## src/rtl/fetch_redirect_ctrl_pkg.sv

```systemverilog
// Shared opcodes, state encoding and constants for the fetch redirect controller.
`timescale 1ns/1ps
package fetch_redirect_ctrl_pkg;

  localparam logic [6:0]  OP_JAL = 7'b1101111;
  localparam logic [31:0] PC_INC = 32'd4;

  typedef enum logic [1:0] {
    BOOT  = 2'd0,
    FETCH = 2'd1,
    HOLD  = 2'd2,
    DRAIN = 2'd3
  } fetch_state_t;

  function automatic logic [31:0] word_align(input logic [31:0] addr);
    return {addr[31:2], 2'b00};
  endfunction

endpackage

```

## src/rtl/fetch_redirect_ctrl_if.sv

```systemverilog
// Handshake/bus bundle between the fetch controller and its environment.
// FETCH_REDIRECT_CNT_EN adds the REDIR_CNT / JAL_CNT counter outputs.
`timescale 1ns/1ps
interface fetch_redirect_ctrl_if;
  logic        STALL;
  logic        IMEM_REQ;
  logic [31:0] IMEM_ADDR;
  logic        IMEM_ACK;
  logic [31:0] IMEM_RDATA;
  logic        F_VALID;
  logic [31:0] F_PC;
  logic [31:0] F_IR;
  logic [31:0] TG_JAL;
  logic        E_REDIRECT;
  logic [31:0] E_TARG;
  logic        FLUSH;
  logic        MISALIGN;
`ifdef FETCH_REDIRECT_CNT_EN
  logic [31:0] REDIR_CNT;
  logic [31:0] JAL_CNT;
`endif

  modport master (
`ifdef FETCH_REDIRECT_CNT_EN
    output REDIR_CNT, output JAL_CNT,
`endif
    input  STALL, IMEM_ACK, IMEM_RDATA, TG_JAL, E_REDIRECT, E_TARG,
    output IMEM_REQ, IMEM_ADDR, F_VALID, F_PC, F_IR, FLUSH, MISALIGN
  );

  modport slave (
`ifdef FETCH_REDIRECT_CNT_EN
    input  REDIR_CNT, input JAL_CNT,
`endif
    output STALL, IMEM_ACK, IMEM_RDATA, TG_JAL, E_REDIRECT, E_TARG,
    input  IMEM_REQ, IMEM_ADDR, F_VALID, F_PC, F_IR, FLUSH, MISALIGN
  );
endinterface

```

## src/rtl/fetch_redirect_ctrl_next_pc.sv

```systemverilog
// Combinational next-PC mux: redirect > JAL > PC+4, with word alignment
// of selected targets and a misalignment flag.
`timescale 1ns/1ps
module fetch_next_pc
  import fetch_redirect_ctrl_pkg::*;
(
  input  logic        redirect,
  input  logic [31:0] redirect_targ,
  input  logic        jal,
  input  logic [31:0] jal_targ,
  input  logic [31:0] pc,
  output logic [31:0] next_pc,
  output logic        misalign
);

  always_comb begin
    next_pc  = pc + PC_INC;
    misalign = 1'b0;
    if (redirect) begin
      next_pc  = word_align(redirect_targ);
      misalign = |redirect_targ[1:0];
    end else if (jal) begin
      next_pc  = word_align(jal_targ);
      misalign = |jal_targ[1:0];
    end
  end

endmodule

```

## src/rtl/fetch_redirect_ctrl.sv

```systemverilog
// Fetch-stage sequencer: single-outstanding IMEM requests, redirects, stale-response drain.
// FETCH_REDIRECT_CNT_EN enables saturating redirect / early-JAL counters.
`timescale 1ns/1ps
module fetch_redirect_ctrl
  import fetch_redirect_ctrl_pkg::*;
#(
  parameter logic [31:0] RESET_VEC = 32'h0000_0000
) (
  input logic                   CLK,
  input logic                   RST,
  fetch_redirect_ctrl_if.master bus
);

  fetch_state_t state_q, state_d;
  logic [31:0]  pc_q, pc_d;
  logic [31:0]  pend_q, pend_d;
  logic         req_q, req_d;
  logic         f_valid_q, f_valid_d;
  logic [31:0]  f_pc_q, f_pc_d;
  logic [31:0]  f_ir_q, f_ir_d;
  logic         flush_q, flush_d;
  logic         misalign_q, misalign_d;

  logic         jal_dec;
  logic [31:0]  npc;
  logic         npc_mis;

  assign jal_dec = (state_q == HOLD) && (f_ir_q[6:0] == OP_JAL);

  fetch_next_pc u_next_pc (
    .redirect      (bus.E_REDIRECT),
    .redirect_targ (bus.E_TARG),
    .jal           (jal_dec),
    .jal_targ      (bus.TG_JAL),
    .pc            (pc_q),
    .next_pc       (npc),
    .misalign      (npc_mis)
  );

  always_comb begin
    state_d    = state_q;
    pc_d       = pc_q;
    pend_d     = pend_q;
    req_d      = req_q;
    f_valid_d  = f_valid_q;
    f_pc_d     = f_pc_q;
    f_ir_d     = f_ir_q;
    flush_d    = 1'b0;
    misalign_d = 1'b0;
    case (state_q)
      BOOT: begin
        state_d = FETCH;
        req_d   = 1'b1;
        if (bus.E_REDIRECT) begin
          pc_d       = npc;
          flush_d    = 1'b1;
          misalign_d = npc_mis;
        end
      end
      FETCH: begin
        if (bus.E_REDIRECT) begin
          flush_d    = 1'b1;
          misalign_d = npc_mis;
          if (bus.IMEM_ACK) begin
            pc_d = npc;
          end else begin
            // The outstanding request cannot be withdrawn; park the target.
            pend_d  = npc;
            state_d = DRAIN;
          end
        end else if (bus.IMEM_ACK) begin
          f_ir_d    = bus.IMEM_RDATA;
          f_pc_d    = pc_q;
          f_valid_d = 1'b1;
          req_d     = 1'b0;
          state_d   = HOLD;
        end
      end
      HOLD: begin
        if (bus.E_REDIRECT || !bus.STALL) begin
          pc_d       = npc;
          misalign_d = npc_mis;
          flush_d    = bus.E_REDIRECT;
          f_valid_d  = 1'b0;
          req_d      = 1'b1;
          state_d    = FETCH;
        end
      end
      DRAIN: begin
        if (bus.E_REDIRECT) begin
          flush_d    = 1'b1;
          misalign_d = npc_mis;
          if (bus.IMEM_ACK) begin
            pc_d    = npc;
            state_d = FETCH;
          end else begin
            pend_d = npc;
          end
        end else if (bus.IMEM_ACK) begin
          pc_d    = pend_q;
          state_d = FETCH;
        end
      end
      default: state_d = BOOT;
    endcase
  end

  always_ff @(posedge CLK or posedge RST) begin
    if (RST) begin
      state_q    <= BOOT;
      pc_q       <= RESET_VEC;
      pend_q     <= 32'h0;
      req_q      <= 1'b0;
      f_valid_q  <= 1'b0;
      f_pc_q     <= 32'h0;
      f_ir_q     <= 32'h0;
      flush_q    <= 1'b0;
      misalign_q <= 1'b0;
    end else begin
      state_q    <= state_d;
      pc_q       <= pc_d;
      pend_q     <= pend_d;
      req_q      <= req_d;
      f_valid_q  <= f_valid_d;
      f_pc_q     <= f_pc_d;
      f_ir_q     <= f_ir_d;
      flush_q    <= flush_d;
      misalign_q <= misalign_d;
    end
  end

  // The request address is the PC itself; PC only moves when no request is live.
  assign bus.IMEM_REQ  = req_q;
  assign bus.IMEM_ADDR = pc_q;
  assign bus.F_VALID   = f_valid_q;
  assign bus.F_PC      = f_pc_q;
  assign bus.F_IR      = f_ir_q;
  assign bus.FLUSH     = flush_q;
  assign bus.MISALIGN  = misalign_q;

`ifdef FETCH_REDIRECT_CNT_EN
  logic [31:0] redir_cnt_q, redir_cnt_d;
  logic [31:0] jal_cnt_q, jal_cnt_d;

  always_comb begin
    redir_cnt_d = redir_cnt_q;
    jal_cnt_d   = jal_cnt_q;
    if (bus.E_REDIRECT && (redir_cnt_q != 32'hFFFF_FFFF))
      redir_cnt_d = redir_cnt_q + 32'd1;
    if (jal_dec && !bus.STALL && !bus.E_REDIRECT && (jal_cnt_q != 32'hFFFF_FFFF))
      jal_cnt_d = jal_cnt_q + 32'd1;
  end

  always_ff @(posedge CLK or posedge RST) begin
    if (RST) begin
      redir_cnt_q <= 32'h0;
      jal_cnt_q   <= 32'h0;
    end else begin
      redir_cnt_q <= redir_cnt_d;
      jal_cnt_q   <= jal_cnt_d;
    end
  end

  assign bus.REDIR_CNT = redir_cnt_q;
  assign bus.JAL_CNT   = jal_cnt_q;
`endif

endmodule

```

## src/flat_wrapper.sv

```systemverilog
// flat-port wrapper written by rule: the top's interface ports become plain ports
module fetch_redirect_ctrl_flat import fetch_redirect_ctrl_pkg::*;
#(
  parameter logic [31:0] RESET_VEC = 32'h0000_0000
)
  (CLK, RST, bus_STALL, bus_IMEM_ACK, bus_IMEM_RDATA, bus_TG_JAL, bus_E_REDIRECT, bus_E_TARG, bus_IMEM_REQ, bus_IMEM_ADDR, bus_F_VALID, bus_F_PC, bus_F_IR, bus_FLUSH, bus_MISALIGN);
  fetch_redirect_ctrl_if bus_i ();
  input logic CLK;
  input logic RST;
  input wire logic [$bits(bus_i.STALL)-1:0] bus_STALL;
  input wire logic [$bits(bus_i.IMEM_ACK)-1:0] bus_IMEM_ACK;
  input wire logic [$bits(bus_i.IMEM_RDATA)-1:0] bus_IMEM_RDATA;
  input wire logic [$bits(bus_i.TG_JAL)-1:0] bus_TG_JAL;
  input wire logic [$bits(bus_i.E_REDIRECT)-1:0] bus_E_REDIRECT;
  input wire logic [$bits(bus_i.E_TARG)-1:0] bus_E_TARG;
  output wire logic [$bits(bus_i.IMEM_REQ)-1:0] bus_IMEM_REQ;
  output wire logic [$bits(bus_i.IMEM_ADDR)-1:0] bus_IMEM_ADDR;
  output wire logic [$bits(bus_i.F_VALID)-1:0] bus_F_VALID;
  output wire logic [$bits(bus_i.F_PC)-1:0] bus_F_PC;
  output wire logic [$bits(bus_i.F_IR)-1:0] bus_F_IR;
  output wire logic [$bits(bus_i.FLUSH)-1:0] bus_FLUSH;
  output wire logic [$bits(bus_i.MISALIGN)-1:0] bus_MISALIGN;
  assign bus_i.STALL = bus_STALL;
  assign bus_i.IMEM_ACK = bus_IMEM_ACK;
  assign bus_i.IMEM_RDATA = bus_IMEM_RDATA;
  assign bus_i.TG_JAL = bus_TG_JAL;
  assign bus_i.E_REDIRECT = bus_E_REDIRECT;
  assign bus_i.E_TARG = bus_E_TARG;
  assign bus_IMEM_REQ = bus_i.IMEM_REQ;
  assign bus_IMEM_ADDR = bus_i.IMEM_ADDR;
  assign bus_F_VALID = bus_i.F_VALID;
  assign bus_F_PC = bus_i.F_PC;
  assign bus_F_IR = bus_i.F_IR;
  assign bus_FLUSH = bus_i.FLUSH;
  assign bus_MISALIGN = bus_i.MISALIGN;
  fetch_redirect_ctrl #(.RESET_VEC(RESET_VEC)) u_core (.CLK(CLK), .RST(RST), .bus(bus_i));
endmodule
```

## config.mk

```make
export PLATFORM = sky130hd
export DESIGN_NAME = fetch_redirect_ctrl_flat
export DESIGN_NICKNAME = d
export VERILOG_FILES = /design/src/rtl/fetch_redirect_ctrl_pkg.sv /design/src/rtl/fetch_redirect_ctrl_if.sv /design/src/rtl/fetch_redirect_ctrl_next_pc.sv /design/src/rtl/fetch_redirect_ctrl.sv /design/src/flat_wrapper.sv
export SDC_FILE = /design/constraint.sdc
export NUM_CORES = 1
export LEC_CHECK = 0
export BUFFER_PORTS_ARGS = -buffer_cell sky130_fd_sc_hd__buf_2
export CAP_MARGIN = 30
export CELL_PAD_IN_SITES_DETAIL_PLACEMENT = 2
export CELL_PAD_IN_SITES_GLOBAL_PLACEMENT = 2
export CORE_UTILIZATION = 30
export CTS_BUF_LIST = sky130_fd_sc_hd__clkbuf_2
export DETAILED_ROUTE_END_ITERATION = 8
export PLACE_DENSITY = 0.84
export REMOVE_ABC_BUFFERS = 1
export SETUP_SLACK_MARGIN = 0.3
export SYNTH_ARGS = -nofsm -noshare
export SYNTH_HDL_FRONTEND = slang
export SYNTH_HIERARCHICAL = 1
export SYNTH_SLANG_ARGS = --single-unit
```

## constraint.sdc

```tcl
create_clock -name CLK -period 5.2 [get_ports CLK]
set_clock_uncertainty 0.2 [all_clocks]
set_input_delay 1.56 -clock CLK [delete_from_list [all_inputs] [get_ports CLK]]
set_output_delay 1.56 -clock CLK [all_outputs]
set_load 0.05 [all_outputs]
```

* Word level (Yosys, flattened, before mapping)
Cells that the tools add are included.
Storage, ports and cells: logic and storage cells 72, output and inout port bits 100, bits of input ports 101, bits in registers 134
Cells by class: reductions and logical operators 16, add/sub/neg operators 1, bitwise gates (word level) 2, equality and inequality tests 13, mux-type cells 31
Operators with widths (count):
- two-way mux 32 bit | 8
- case mux 32 bit (4 select lines) | 1
- adder 32 x 3 -> 32 bit, second input constant | 1
- AND reduction 4 bit | 4
- two-way mux 1 bit | 12
- != test 2 bit, second input constant | 6
- two-way mux 2 bit | 5
- != test 3 bit, second input constant | 3
- case mux 2 bit (4 select lines) | 1
- == test 7 bit, second input constant | 1
- case mux 1 bit (2 select lines) | 3
- AND reduction 3 bit | 2
- OR reduction 2 bit | 3
- == test 2 bit, second input constant | 2
- case mux 1 bit (3 select lines) | 1
- nonzero test 3 bit | 1
- OR reduction 3 bit | 1
- == test 2 x 1 -> 1 bit, second input constant | 1
- logical NOT 2 bit | 1
- NOT 1 bit | 2
- nonzero test 2 bit | 1
- logical AND 1 bit | 1
- logical NOT 1 bit | 1
- logical OR 1 bit | 1

* Depth between registers and ports, before layout
word-level depth 7, gate-level depth with buffers 12, mapped depth without buffers 10

* Modules after synthesis
Netlist, hierarchy kept.
By module, submodules not included:
- fetch_redirect_ctrl | instances 1, seq. area each 3353.2 um^2, cells an instance 520, area an instance 6170.9 um^2
- fetch_next_pc | instances 1, seq. area each 0.0 um^2, cells an instance 181, area an instance 1101.1 um^2

* Least setup slack after synthesis
Ideal clock, no wire load.
kind in2reg, from input port bus_E_REDIRECT, to register u_core.pc_q[18], in the netlist u_core/bus.IMEM_ADDR[18], data required time 4874 ps, cell stages on the path 8, buffers on the path 1, setup time 126 ps, arrival 2714 ps, slack 2160 ps, path through inv_1 -> nand2_1 -> clkbuf_1 -> o21ai_0 -> nand2_1 -> a21boi_0 -> o21ai_1 -> o32a_1
Between the ends: cells in the longest elaborated chain, start to end 4, elaborated cells on any way between the ends 13, those cells by class eq/ne (4); mux (7); reduce/logical (2)
RTL lines:
- from (decl) | RTL line flat_wrapper.sv:14 | input wire logic [$bits(bus_i.E_REDIRECT)-1:0] bus_E_REDIRECT;
- two-way mux 32 bit * | RTL line fetch_redirect_ctrl_next_pc.sv:19 | if (redirect) begin
- net u_core.npc[18] | RTL line fetch_redirect_ctrl.sv:25 | logic [31:0] npc;
- two-way mux 32 bit | RTL line fetch_redirect_ctrl.sv:64, fetch_redirect_ctrl.sv:93
- two-way mux 32 bit (on tied branches) | RTL line fetch_redirect_ctrl.sv:90, fetch_redirect_ctrl.sv:61
- case mux 32 bit (4 select lines) * | RTL line fetch_redirect_ctrl.sv:50 | case (state_q)
- to (signal assigned) | RTL line fetch_redirect_ctrl.sv:121 | pc_q <= pc_d;
- to (decl) | RTL line fetch_redirect_ctrl.sv:15 | logic [31:0] pc_q, pc_d;
The timed path passes the listed nets; every way through them passes the cells marked *. The select of a mux whose other input is x is not followed. A chain may end at the register's enable or synchronous reset.

* Worst setup path in the final report
from register u_core.pc_q[5], in the netlist u_core/bus.IMEM_ADDR[5], to output port bus_IMEM_ADDR[5]
RTL lines:
- to (decl) | RTL line flat_wrapper.sv:17 | output wire logic [$bits(bus_i.IMEM_ADDR)-1:0] bus_IMEM_ADDR;
No word-level cell between the ends.

==> flow_summary_export.csv <==
group,metric,value,unit
sta,setup-violations-final,0,
final_layout,fin_area,0.00881,mm²
clock_network,cts_tree,"built",
worst_setup_path,arrival,1.68,ns
placement,gp_congestion,0.762,
sta,relSlewSlack,0.468,
route,ant_nets,0,
outcome,outcome,"completed",
worst_setup_path,cp-end-kind,"output pin",
grt,grt_max_degree,97,
final_layout,area_delta_synth_final,21.1,%
logic_synthesis,ys_seq_area_frac,0.461,
worst_setup_path,cpMaxStageDelayCell,"dfrtp_1",
worst_setup_path,critical_path_required,3.44,ns
sta,tightestPinTransition,0.792,ns
route,dr.pass1.iters,4,
pwr,p_leak,3.85,nW
sta,finalCritPeriodShare,0.661,
route,routed_wl,25300,µm
sta,hold_viol,0,
clock_network,cts_setup_buffers,0,
clock_network,cts_resized,0,
logic_synthesis,ys_top_cells_by_area,"dfrtp_1 (46%), mux2_1 (15%), nand2_1 (3.4%)",
sta,slew_viol_final,0,
grt,grt_pass1_vias,7450,
route,num_vias,6542,
floorplan,initial_utilization,0.308,
pwr,p_int,2.18,mW
grt,antenna_found_initial,2,
worst_setup_path,cp-start-kind,"flop",
logic_synthesis,synth_seq_cells,134,
logic_synthesis,synth_cells,701,
placement,place_hpwl,17900,µm
route,drc_errors,0,
pwr,pwr-share-clk,0.127,
pwr,power_density,529,mW/mm²
final_layout,layout_commonest_cell,"buf_2",
grt,gr-total-overflow,0,
pwr,seqPwrFrac,0.379,
floorplan,dieWidth,158,µm
logic_synthesis,mappedNetlistArea,0.00727,mm²
floorplan,fp.dieH,158,µm
final_layout,layout-drive-gt1-share,0.298,
final_layout,layout_common_cells,"buf_2 (199), dfrtp_1 (134), mux2_1 (96)",
route,wire_per_inst,20.7,µm
logic_synthesis,synth_largest_area_cell,"dfrtp_1",
logic_synthesis,post_synth.cell_area_avg,10.4,µm²
sta,fmax,291,MHz
worst_setup_path,worstSetupPathType,"reg2out",
clock_network,clkSinkCount,134,
floorplan,design.core.area,0.0236,mm²
pwr,ir_drop,0.000387,V
logic_synthesis,synth_top_area_frac,0.461,
clock_network,cts_hold_buf,0,
floorplan,pin_count,201,
run,drv_cap,0,
clock_network,cts_buffer_depth,2,
floorplan,rows,56,
worst_setup_path,path_delay_family,"flip-flops",
worst_setup_path,crit_buf_inv,1,
final_layout,nFillCells,2651,
final_layout,finish.utilization,0.373,
final_layout,layout.nets,993,
pwr,comb_power_share,0.494,
pwr,power.switching,2.48,mW
sta,rsz0062_at_grt,"no",
pwr,p_sw_frac,0.532,
route,via_per_inst,5.34,
logic_synthesis,ys_types,50,
clock_network,path_clk_slew,0.22,ns
worst_setup_path,crit_chain,"buf_2",
hold_path,hold_path.class,"reg2reg",
clock_network,cts_buffers,17,
grt,grt_pass1_wl,40500,µm
placement,placed_area,0.00857,mm²
floorplan,design.die.area,0.0249,mm²
sta,fin_crit,3.44,ns
placement,io_buffers,200,
route,drt_iter0_drc,268,
clock_network,clk_latency,0.75,ns
clock_network,htree_levels,4,
placement,post-place-ws,1.06,ns
worst_setup_path,cp_slowest_stage_delay,0.60,ns
worst_setup_path,crit_fanout,8,
logic_synthesis,yosysWarningCount,6,
sta,setup_slack,1.76,ns
grt,grtUsageTotal,0.213,
clock_network,cts-root-buf,"clkbuf_2",
==> power by group through the flow <==
stage / clock [mW] / sequential, mW / combinational, mW
4_1_cts: 0.631 / 1.77 / 2.32
3_5_place_dp: 0 / 1.80 / 2.31
3_3_place_gp: 0 / 1.76 / 2.24
6_report: 0.591 / 1.77 / 2.30
2_1_floorplan: 0 / 2.76 / 0.636
5_1_grt: 0.672 / 1.83 / 2.45
==> stage by stage <==
step                hold slack [ns]  instances  power, mW  TNS (ns)
finish                        0.311       1224       4.66         0
global route                  0.339       1224       4.95         0
CTS                           0.319       1222       4.72         0
detailed placement            0.272       1190       4.11         0
global placement              0.262       1190       4.01         0
floorplan                     0.265        651       3.40    -74.95
==> Yosys cell counts, drive strengths merged <==
| cell type | n |
|---|---|
| or4 | 1 |
| nor3 | 13 |
| nor4b | 1 |
| nor2b | 22 |
| a21oi | 21 |
| nor2 | 38 |
| nand2b | 3 |
| and4 | 2 |
| or2 | 2 |
| and2 | 4 |
| a31o | 1 |
| o22ai | 7 |
| mux2 | 99 |
| nor4 | 4 |
| o21ai | 78 |
| nand3 | 14 |
| o31a | 1 |
| clkbuf | 22 |
| ha | 1 |
| o21a | 1 |
| nand4 | 6 |
| o31ai | 1 |
| a22oi | 17 |
| nand2 | 65 |
| nand4b | 1 |
| buf | 28 |
| and3 | 3 |
| inv | 7 |
| mux2i | 12 |
| a31oi | 2 |
| o221ai | 1 |
| a211oi | 8 |
| xnor2 | 14 |
| a21boi | 19 |
| o32a | 18 |
| xor2 | 12 |
| dfrtp | 134 |
| a311oi | 18 |
==> kinds of logic after synthesis <==
family,Yosys count,synth area share
XOR/XNOR,26,0.0313
multiplexers,111,0.170
flip-flops,134,0.461
adder cells (fa/ha/maj),1,0.00172
buffers and inverters,57,0.0411
AO/OA/AOI/OAI,193,0.174
AND/OR/NAND/NOR,179,0.121
==> final timing paths <==
path | cells after the start | to | startpoint | slack, ns
min in group asynchronous | 2 | u_core/bus.F_PC[8]$_DFFE_PP0P_ | RST | 0.52
setup reg to reg | 10 | u_core/bus.IMEM_ADDR[20]$_DFFE_PP0P_ | u_core/bus.IMEM_ADDR[2]$_DFFE_PP0P_ | 1.85
hold reg to reg | 1 | u_core/bus.F_PC[20]$_DFFE_PP0P_ | u_core/bus.F_PC[20]$_DFFE_PP0P_ | 0.31
hold / removal | 1 | u_core/bus.F_PC[20]$_DFFE_PP0P_ | u_core/bus.F_PC[20]$_DFFE_PP0P_ | 0.31
max in group asynchronous | 3 | u_core/bus.F_PC[9]$_DFFE_PP0P_ | RST | 3.57
setup / recovery | 1 | bus_IMEM_ADDR[5] | u_core/bus.IMEM_ADDR[5]$_DFFE_PP0P_ | 1.76
==> registers in the layout, summed over array words and instances (netlist names), 2 cells and up <==
register,count
u_core/bus.F_PC,32
u_core/bus.IMEM_ADDR,32
u_core/pend_q,32
u_core/state_q,2
u_core/bus.F_IR,32
==> layer usage <==
layer | routed length [µm] | vias to the layer above | global-route usage
met1 | 10800 | 3363 | 0.265
met5 | 10 | - | 0
met3 | 1690 | 29 | 0.0498
met2 | 12500 | 210 | 0.370
met4 | 344 | 2 | 0.0536
li1 | - | 2938 | -
==> cell type report <==
class / instances / area (µm²) / share of cell area
Antenna cell: 1 / 2.50 / 0.000284
Inverter: 7 / 31.3 / 0.00355
Timing Repair Buffer: 221 / 1180 / 0.134
Clock buffer: 17 / 85.1 / 0.00966
Tap cell: 319 / 399 / 0.0453
Sequential cell: 134 / 3350 / 0.381
Multi-Input combinational cell: 510 / 3630 / 0.413
Clock inverter: 15 / 121 / 0.0138
(Power assumes the default switching activity.)
